<file path="config.mk">
export PLATFORM = sky130hd
export DESIGN_NAME = park_space_allocator_flat
export DESIGN_NICKNAME = d
export VERILOG_FILES = /design/src/rtl/park_space_allocator_if.sv /design/src/rtl/park_space_allocator.sv /design/src/flat_wrapper.sv
export SDC_FILE = /design/constraint.sdc
export NUM_CORES = 1
export LEC_CHECK = 0
export CORE_MARGIN = 8
export CORE_UTILIZATION = 53
export DETAILED_ROUTE_END_ITERATION = 16
export HOLD_SLACK_MARGIN = 0.08
export PLACE_DENSITY = 0.85
export SYNTH_ARGS = -nofsm -noshare
export SYNTH_HDL_FRONTEND = slang
export SYNTH_SLANG_ARGS = --single-unit
</file>
<file path="constraint.sdc">
create_clock -name clk -period 5.3 [get_ports clk]
set_input_delay 0.795 -clock clk [delete_from_list [all_inputs] [get_ports clk]]
set_output_delay 0.795 -clock clk [all_outputs]
set_load 0.01 [all_outputs]
</file>
<file path="src/rtl/park_space_allocator_if.sv">
// Entry/exit request and status bundle for the parking space allocator.
interface park_space_allocator_if #(
   parameter int unsigned SPACES = 8,
   parameter int unsigned IDX_W  = 3
) ();

   logic              entry_req;
   logic              exit_req;
   logic [IDX_W-1:0]  exit_space;
   logic              entry_grant;
   logic              entry_deny;
   logic [IDX_W-1:0]  park_number;
   logic              gate_open;
   logic [SPACES-1:0] occupancy;
   logic [IDX_W:0]    free_count;
   logic              full;
   logic              exit_err;

   // Gate sensors / controller side
   modport master (
      output entry_req, exit_req, exit_space,
      input  entry_grant, entry_deny, park_number, gate_open,
             occupancy, free_count, full, exit_err
   );

   // Allocator side
   modport slave (
      input  entry_req, exit_req, exit_space,
      output entry_grant, entry_deny, park_number, gate_open,
             occupancy, free_count, full, exit_err
   );

endinterface

</file>
<file path="src/rtl/park_space_allocator.sv">
// Parking space allocator: registered occupancy map, lowest-free-space
// allocation with grant/deny handshake, exit handling and a timed entry gate.
module park_space_allocator #(
   parameter int unsigned SPACES      = 8,
   parameter int unsigned IDX_W       = 3,
   parameter int unsigned GATE_CYCLES = 4
) (
   input  logic                   clk,
   input  logic                   rst_n,
   park_space_allocator_if.slave  bus
);

   localparam int unsigned FREE_W = IDX_W + 1;
   localparam int unsigned CNT_W  = $clog2(GATE_CYCLES + 1);

   typedef enum logic [2:0] {
      IDLE     = 3'd0,
      ALLOC    = 3'd1,
      GATE     = 3'd2,
      DENY     = 3'd3,
      WAIT_REL = 3'd4
   } state_e;

   state_e            state_q, state_d;
   logic [SPACES-1:0] occ_q, occ_d;
   logic [IDX_W-1:0]  park_q, park_d;
   logic [CNT_W-1:0]  cnt_q, cnt_d;
   logic              grant_q, grant_d;
   logic              deny_q, deny_d;
   logic              gate_q, gate_d;
   logic              err_q, err_d;

   logic [SPACES-1:0] set_mask;
   logic [SPACES-1:0] clr_mask_c;
   logic              exit_ok_c;
   logic [IDX_W-1:0]  alloc_idx_c;
   logic [FREE_W-1:0] free_cnt_c;
   logic              full_c;

   // Free-space count and full flag from the registered map
   always_comb begin
      free_cnt_c = '0;
      for (int i = 0; i < int'(SPACES); i++) begin
         if (!occ_q[i]) free_cnt_c = free_cnt_c + FREE_W'(1);
      end
      full_c = (free_cnt_c == '0);
   end

   // Lowest-index free space; codes at or above SPACES are never produced
   always_comb begin
      alloc_idx_c = '0;
      for (int i = int'(SPACES) - 1; i >= 0; i--) begin
         if (!occ_q[i]) alloc_idx_c = IDX_W'(i);
      end
   end

   // Exit decode: only an in-range, occupied space can be cleared
   always_comb begin
      clr_mask_c = '0;
      exit_ok_c  = 1'b0;
      for (int i = 0; i < int'(SPACES); i++) begin
         if (bus.exit_req && (bus.exit_space == IDX_W'(i)) && occ_q[i]) begin
            clr_mask_c[i] = 1'b1;
            exit_ok_c     = 1'b1;
         end
      end
   end

   // Next state, next occupancy and next registered outputs
   always_comb begin
      state_d  = state_q;
      park_d   = park_q;
      cnt_d    = cnt_q;
      set_mask = '0;

      case (state_q)
         IDLE: begin
            if (bus.entry_req) state_d = full_c ? DENY : ALLOC;
         end
         ALLOC: begin
            // Chooses from pre-exit occupancy so a space freed this cycle is not reused
            for (int i = 0; i < int'(SPACES); i++) begin
               if (alloc_idx_c == IDX_W'(i)) set_mask[i] = 1'b1;
            end
            park_d  = alloc_idx_c;
            cnt_d   = CNT_W'(GATE_CYCLES);
            state_d = GATE;
         end
         GATE: begin
            if (cnt_q <= CNT_W'(1)) begin
               cnt_d   = '0;
               state_d = IDLE;
            end else begin
               cnt_d = cnt_q - CNT_W'(1);
            end
         end
         DENY: begin
            state_d = WAIT_REL;
         end
         WAIT_REL: begin
            if (!bus.entry_req) state_d = IDLE;
         end
         default: begin
            state_d = IDLE;
         end
      endcase

      occ_d   = (occ_q & ~clr_mask_c) | set_mask;
      grant_d = (state_q == ALLOC);
      deny_d  = (state_d == DENY);
      gate_d  = (state_d == GATE);
      err_d   = bus.exit_req && !exit_ok_c;
   end

   // State and output registers
   always_ff @(posedge clk or negedge rst_n) begin
      if (!rst_n) begin
         state_q <= IDLE;
         occ_q   <= '0;
         park_q  <= '0;
         cnt_q   <= '0;
         grant_q <= 1'b0;
         deny_q  <= 1'b0;
         gate_q  <= 1'b0;
         err_q   <= 1'b0;
      end else begin
         state_q <= state_d;
         occ_q   <= occ_d;
         park_q  <= park_d;
         cnt_q   <= cnt_d;
         grant_q <= grant_d;
         deny_q  <= deny_d;
         gate_q  <= gate_d;
         err_q   <= err_d;
      end
   end

   assign bus.entry_grant = grant_q;
   assign bus.entry_deny  = deny_q;
   assign bus.park_number = park_q;
   assign bus.gate_open   = gate_q;
   assign bus.occupancy   = occ_q;
   assign bus.free_count  = free_cnt_c;
   assign bus.full        = full_c;
   assign bus.exit_err    = err_q;

endmodule

</file>
<file path="src/flat_wrapper.sv">
// flat-port wrapper written by rule: the top's interface ports become plain ports
module park_space_allocator_flat 
#(
   parameter int unsigned SPACES      = 8,
   parameter int unsigned IDX_W       = 3,
   parameter int unsigned GATE_CYCLES = 4
)
  (clk, rst_n, bus_entry_req, bus_exit_req, bus_exit_space, bus_entry_grant, bus_entry_deny, bus_park_number, bus_gate_open, bus_occupancy, bus_free_count, bus_full, bus_exit_err);
  park_space_allocator_if #(.SPACES(SPACES), .IDX_W(IDX_W)) bus_i ();
  input  logic clk;
  input  logic rst_n;
  input wire logic [$bits(bus_i.entry_req)-1:0] bus_entry_req;
  input wire logic [$bits(bus_i.exit_req)-1:0] bus_exit_req;
  input wire logic [$bits(bus_i.exit_space)-1:0] bus_exit_space;
  output wire logic [$bits(bus_i.entry_grant)-1:0] bus_entry_grant;
  output wire logic [$bits(bus_i.entry_deny)-1:0] bus_entry_deny;
  output wire logic [$bits(bus_i.park_number)-1:0] bus_park_number;
  output wire logic [$bits(bus_i.gate_open)-1:0] bus_gate_open;
  output wire logic [$bits(bus_i.occupancy)-1:0] bus_occupancy;
  output wire logic [$bits(bus_i.free_count)-1:0] bus_free_count;
  output wire logic [$bits(bus_i.full)-1:0] bus_full;
  output wire logic [$bits(bus_i.exit_err)-1:0] bus_exit_err;
  assign bus_i.entry_req = bus_entry_req;
  assign bus_i.exit_req = bus_exit_req;
  assign bus_i.exit_space = bus_exit_space;
  assign bus_entry_grant = bus_i.entry_grant;
  assign bus_entry_deny = bus_i.entry_deny;
  assign bus_park_number = bus_i.park_number;
  assign bus_gate_open = bus_i.gate_open;
  assign bus_occupancy = bus_i.occupancy;
  assign bus_free_count = bus_i.free_count;
  assign bus_full = bus_i.full;
  assign bus_exit_err = bus_i.exit_err;
  park_space_allocator #(.SPACES(SPACES), .IDX_W(IDX_W), .GATE_CYCLES(GATE_CYCLES)) u_core (.clk(clk), .rst_n(rst_n), .bus(bus_i));
endmodule
</file>
==> results of run 1 <==
==> Yosys cell counts (3+ instances only) <==
cell type / count / area [um^2]
a21oi_1: 7 / 35.03
and2_1: 5 / 31.28
buf_2: 3 / 15.01
clkbuf_1: 6 / 22.52
dfrtp_1: 21 / 525.5
ha_1: 8 / 100.1
inv_1: 12 / 45.04
nand2_1: 18 / 67.56
nand2b_1: 9 / 56.30
nand3_1: 6 / 30.03
nand4_1: 3 / 18.77
nor2_1: 13 / 48.80
nor2b_1: 4 / 25.02
nor3_1: 7 / 35.03
o21ai_0: 15 / 75.07
o22ai_1: 3 / 18.77
o31ai_1: 3 / 22.52
xnor2_1: 8 / 70.07
==> flip-flops by register name, indices dropped and copies added (netlist names) <==
signal,flops
u_core.bus.exit_err,1
u_core.bus.occupancy,8
u_core.bus.gate_open,1
u_core.bus.entry_deny,1
u_core.bus.entry_grant,1
u_core.state_q,3
u_core.bus.park_number,3
u_core.cnt_q,3
==> repair_timing <==
action | 4_1_cts | 5_1_grt
buffers inserted | 0 | 5
endpoints found under the setup margin | 4 | 4
resized for setup | 5 | 12
pin swaps | 3 | 4
cloned | 0 | 0
==> metrics by stage <==
step / TNS, ns / cells / util (%)
finish: 0 / 270 / 70.91
global route: -0.02394 / 270 / 70.91
CTS: 0 / 265 / 68.22
detailed placement: 0 / 261 / 67.44
global placement: 0 / 261 / 67.44
floorplan: 0 / 187 / -
==> cell type report <==
cell class	instances	area (um^2)
Fill cell	237	880.8
Tap cell	44	55.05
Sequential cell	21	525.5
Clock buffer	3	22.52
Inverter	13	48.80
Clock inverter	1	5.005
Timing Repair Buffer	44	390.4
Multi-Input combinational cell	144	1100
==> final timing paths <==
kind | startpoint | end | slack [ns] | depth (start not counted)
setup / recovery | u_core.bus.occupancy[0] | bus_full | 0.22 | 21
hold / removal | u_core.bus.park_number[0] | u_core.bus.park_number[0] | 0.50 | 2
setup reg to reg | u_core.bus.occupancy[0] | u_core.state_q[1] | 1.18 | 21
hold reg to reg | u_core.bus.park_number[0] | u_core.bus.park_number[0] | 0.50 | 2
max in group asynchronous | rst_n | u_core.state_q[0] | 3.75 | 1
min in group asynchronous | rst_n | u_core.cnt_q[0] | 0.99 | 1
==> per-layer routing <==
| layer | wire length (um) | vias to the layer above |
|---|---|---|
| li1 | - | 740 |
| met1 | 1753 | 731 |
| met2 | 1992 | 46 |
| met3 | 259 | 2 |
| met4 | 7 | 0 |
| met5 | 0 | - |
==> kinds of logic (layout without fill, tap and decap cells) <==
family	Yosys count	in the layout	synth area share [%]
adders and majority gates	8	8	6.006
AOI/OAI and AO/OA	44	44	18.24
buffers and inverters	22	61	5.179
xor gates and xnor gates	16	16	12.76
muxes	4	4	3.979
DFF	21	21	31.53
and+or+nand+nor	72	72	22.30
==> worst max-delay path: cells and delay by family (launching register included) <==
kind,cells,cell delay [ns]
AO/OA/AOI/OAI,3,0.52
XOR/XNOR,1,0.18
adder cells (fa/ha/maj),6,1.72
buffers and inverters,4,0.32
flip-flops,1,0.39
multiplexers,1,0.29
AND/OR/NAND/NOR,6,0.56
==> flow_metrics.env, run 1 <==
export IMPL_synth_cell_area_um2=1667
export IMPL_synthFlopType="dfrtp_1"
export IMPL_antenna_found_initial=0
export IMPL_worst_setup_path_start_kind="flip-flop"
export IMPL_fin_area_um2=2147
export IMPL_worstPathCellList="inv_2 -> ha_4 -> xor2_2 -> inv_2 -> ha_1 -> nor2b_1 -> a31oi_1 -> inv_1 -> ha_1 -> nand2b_1 -> o21ai_2 -> ha_1 -> mux2_2 -> ha_1 -> nand2b_1 -> nand2_1 -> ha_2 -> nor2_2 -> a32oi_2 -> nor2_1 -> clkbuf_2"
export IMPL_fmaxAchievable_mhz=197.0
export IMPL_critPathKind="reg -> out"
export IMPL_die_h_um=72.08
export IMPL_insertion_delay_ns=0.31
export IMPL_via_per_inst=5.626
export IMPL_crit_required_ns=4.51
export IMPL_seq_area_frac_synth_pct=31.53
export IMPL_post_place_ws_ns=0.006900
export IMPL_dr_pass1_iters=4
export IMPL_ctsHoldBuffers=0
export IMPL_syn_area_per_cell_um2=8.912
export IMPL_worstMarginPinSlew_ns=0.9223
export IMPL_clk_pin_slew_ns=0.12
export IMPL_chipWidth_um=72.08
export IMPL_setup_viol=0
export IMPL_hp_class="reg -> reg"
export IMPL_period_needed_ns=5.077
export IMPL_place_gp_congestion=0.8968
export IMPL_period_share_pct=95.79
export IMPL_critical_path_slowest_cell="dfrtp_1"
export IMPL_wl_per_cell_um=14.86
export IMPL_row_count=20
export IMPL_placed_cell_area_um2=2042
export IMPL_layout_cells_most_common="clkdlybuf4s50_1"
export IMPL_met1_usage_pct=19.95
export IMPL_dp_hpwl_mm=2.995
export IMPL_drive_gt1_share_pct=20.80
export IMPL_htreeDepth=1
export IMPL_initial_utilization_pct=55.04
export IMPL_final_hold_viol_count=0
export IMPL_met3_usage_pct=3.581
export IMPL_layout_common_cells="22 x clkdlybuf4s50_1, 21 x dfrtp_1, 18 x nand2_1, 17 x buf_4, 14 x o21ai_0"
export IMPL_holdWs_ns=0.4991
export IMPL_grt_pass1_vias=1407
export IMPL_busiest_layer="met2"
export IMPL_maxCapViolCount=0
export IMPL_grt_max_degree=22
export IMPL_gr_usage_met2_pct=25.28
export IMPL_gr_usage_all_layers_pct=15.30
export IMPL_drc=0
export IMPL_yosys_warnings=0
export IMPL_cp_arrival_ns=4.28
export IMPL_relSlewSlack_pct=38.32
export IMPL_grt_pass1_wl_mm=6.486
export IMPL_grt_ovfl_total=0
export IMPL_root_buffer="clkbuf_4"
export IMPL_num_antenna_cells=0
export IMPL_die_area_um2=5195
export IMPL_ios=27
export IMPL_fin_ws_ns=0.2229
export IMPL_cts_sinks=21
export IMPL_synth_edf_count=0
export IMPL_routed_wl_mm=4.012
export IMPL_syn_to_final_growth_pct=28.83
export IMPL_cp_common_cell="ha_1"
export IMPL_worst_setup_path_end_kind="output port"
export IMPL_async_flop_share_pct=100.0
export IMPL_finClkSkew_ns=0.003838
export IMPL_core_um2=3028
export IMPL_syn_nets=202
export IMPL_place_port_buffers=26
export IMPL_drv_slew=0
export IMPL_drtIter0Drc=135
export IMPL_yosys_cell_types_count=47
export IMPL_nets=242
export IMPL_cts_made_buffers=3
export IMPL_num_vias=1519
export IMPL_critPathMaxFanout=3
export IMPL_cpPeakStageDelay_ns=0.39
export IMPL_synthCells=187
export IMPL_cts_tree="built"
export IMPL_synth_seq_cells=21
export IMPL_outcome="finished clean"
export IMPL_ant_nets=0
export IMPL_clockBufferDepth=2
Power of run 1 is left out: the tool's default activity adds up to more than one toggle a clock period on the data nets, which glitch-free logic cannot reach.
==> run 2, diff against run 1 <==
Settings changed: CELL_PAD_IN_SITES_DETAIL_PLACEMENT from default to 0, CELL_PAD_IN_SITES_GLOBAL_PLACEMENT from default to 1, CORE_UTILIZATION 53 to 40.
==> flow_metrics.env, run 2 (same netlist as run 1, synthesis figures left out) <==
export IMPL_outcome="finished clean"
export IMPL_layout_cells_most_common="clkdlybuf4s50_1"
export IMPL_grt_max_degree=22
export IMPL_dp_cells=266
export IMPL_nets=238
export IMPL_crit_start="u_core.bus.occupancy[0]"
export IMPL_syn_to_final_growth_pct=27.70
export IMPL_ant_nets=0
export IMPL_period_needed_ns=4.966
export IMPL_relSlewSlack_pct=36.79
export IMPL_place_gp_congestion=0.8341
export IMPL_row_count=23
export IMPL_drive_gt1_share_pct=17.57
export IMPL_insertion_delay_ns=0.27
export IMPL_clockBufferDepth=2
export IMPL_crit_required_ns=4.51
export IMPL_fin_tns_setup_ns=0
export IMPL_worst_setup_path_start_kind="flip-flop"
export IMPL_via_per_inst=5.426
export IMPL_dr_pass1_iters=4
export IMPL_setup_viol=0
export IMPL_hold_start="u_core.bus.park_number[2]"
export IMPL_critPathMaxFanout=6
export IMPL_period_share_pct=93.70
export IMPL_grt_pass1_vias=1447
export IMPL_ios=27
export IMPL_htreeDepth=1
export IMPL_worstMarginPinSlew_ns=0.9452
export IMPL_die_h_um=80.55
export IMPL_num_antenna_cells=0
export IMPL_grt_pass1_wl_mm=6.644
export IMPL_hp_class="reg -> reg"
export IMPL_drc=0
export IMPL_fmaxAchievable_mhz=201.4
export IMPL_wl_per_cell_um=14.03
export IMPL_routed_wl_mm=3.816
export IMPL_fin_area_um2=2128
export IMPL_largest_reg_flops=8
export IMPL_drv_slew=0
export IMPL_placed_cell_area_um2=2042
export IMPL_holdWs_ns=0.4831
export IMPL_rr_startpoint="u_core.bus.occupancy[0]"
export IMPL_layout_cells_non_filler=272
export IMPL_place_port_buffers=26
export IMPL_antenna_found_initial=0
export IMPL_drtIter0Drc=62
export IMPL_rsz0062_at_grt="false"
export IMPL_cts_made_buffers=3
export IMPL_num_vias=1476
export IMPL_final_hold_viol_count=0
export IMPL_finClkSkew_ns=0.01058
export IMPL_gr_usage_all_layers_pct=12.59
export IMPL_clk_pin_slew_ns=0.09
export IMPL_maxCapViolCount=0
export IMPL_critPathKind="reg -> out"
export IMPL_layout_common_cells="22 x clkdlybuf4s50_1, 21 x dfrtp_1, 18 x nand2_1, 14 x o21ai_0, 14 x buf_4"
export IMPL_core_um2=4000
export IMPL_dp_hpwl_mm=3.022
export IMPL_initial_utilization_pct=41.66
export IMPL_chipWidth_um=80.55
export IMPL_root_buffer="clkbuf_8"
export IMPL_cts_tree="built"
export IMPL_worst_setup_path_end_kind="output port"
export IMPL_grt_ovfl_total=0
export IMPL_fill_cells=370
export IMPL_die_area_um2=6488
export IMPL_cts_sinks=21
export IMPL_cp_arrival_ns=4.17
-- run 2: timing repair --
item,4_1_cts,5_1_grt
pin swaps,3,2
hold buffers,0,0
setup buffers,1,1
resized for setup,4,8
endpoints found under the setup margin,3,4
-- run 2: path summary, 6_finish.rpt --
path | slack (ns) | cells past startpoint | end
max in group asynchronous | 3.67 | 1 | u_core.bus.exit_err
max | 0.33 | 19 | bus_free_count[3]
min reg2reg | 0.48 | 2 | u_core.bus.park_number[2]
min in group asynchronous | 1.05 | 1 | u_core.bus.park_number[1]
min | 0.48 | 2 | u_core.bus.park_number[2]
max reg2reg | 1.25 | 21 | u_core.state_q[1]
-- run 2: cell type report --
| type | instances | area (um^2) | area share, % |
|---|---|---|---|
| multi-input combinational | 144 | 1079 | 50.68 |
| sequential | 21 | 525.5 | 24.69 |
| timing repair buffer | 40 | 364.1 | 17.11 |
| tap | 50 | 62.56 | 2.939 |
| inverter | 13 | 48.80 | 2.293 |
| clock buffer | 3 | 41.29 | 1.940 |
| clock inverter | 1 | 7.507 | 0.3527 |
-- run 2: stage by stage --
| step | worst slack, ns | util, % |
|---|---|---|
| final | 0.3338 | 53.21 |
| after global routing | 0.01110 | 53.21 |
| after CTS | 0.1130 | 52.61 |
| after detailed placement | 0.002264 | 51.05 |
| after global placement | 0.1082 | 51.05 |
| after floorplan | 0.1445 | - |
-- run 2: routing by layer --
metal  track usage, %  share of wire [%]  vias to the layer above
li1                 -                  -                      728
met1            16.06                 46                      703
met2            20.29                 45                       41
met3            3.795                7.3                        4
met4            2.727               0.81                        0
met5                0                  0                        -
-- run 2: worst max-delay path, stage by stage, from the launching register on --
cell           delay, ns
dfrtp_1             0.40
buf_4               0.17
ha_1                0.20
nand2b_1            0.08
and2_1              0.14
ha_1                0.22
nor2b_1             0.14
a31oi_1             0.19
inv_1               0.07
ha_1                0.27
nand2b_1            0.08
o21ai_1             0.08
ha_1                0.31
mux2_2              0.28
ha_1                0.18
nand2b_1            0.07
xnor3_2             0.30
a32oi_2             0.24
xor2_2              0.20
dlygate4sd2_1       0.29
Power of run 2 is left out for the same reason.
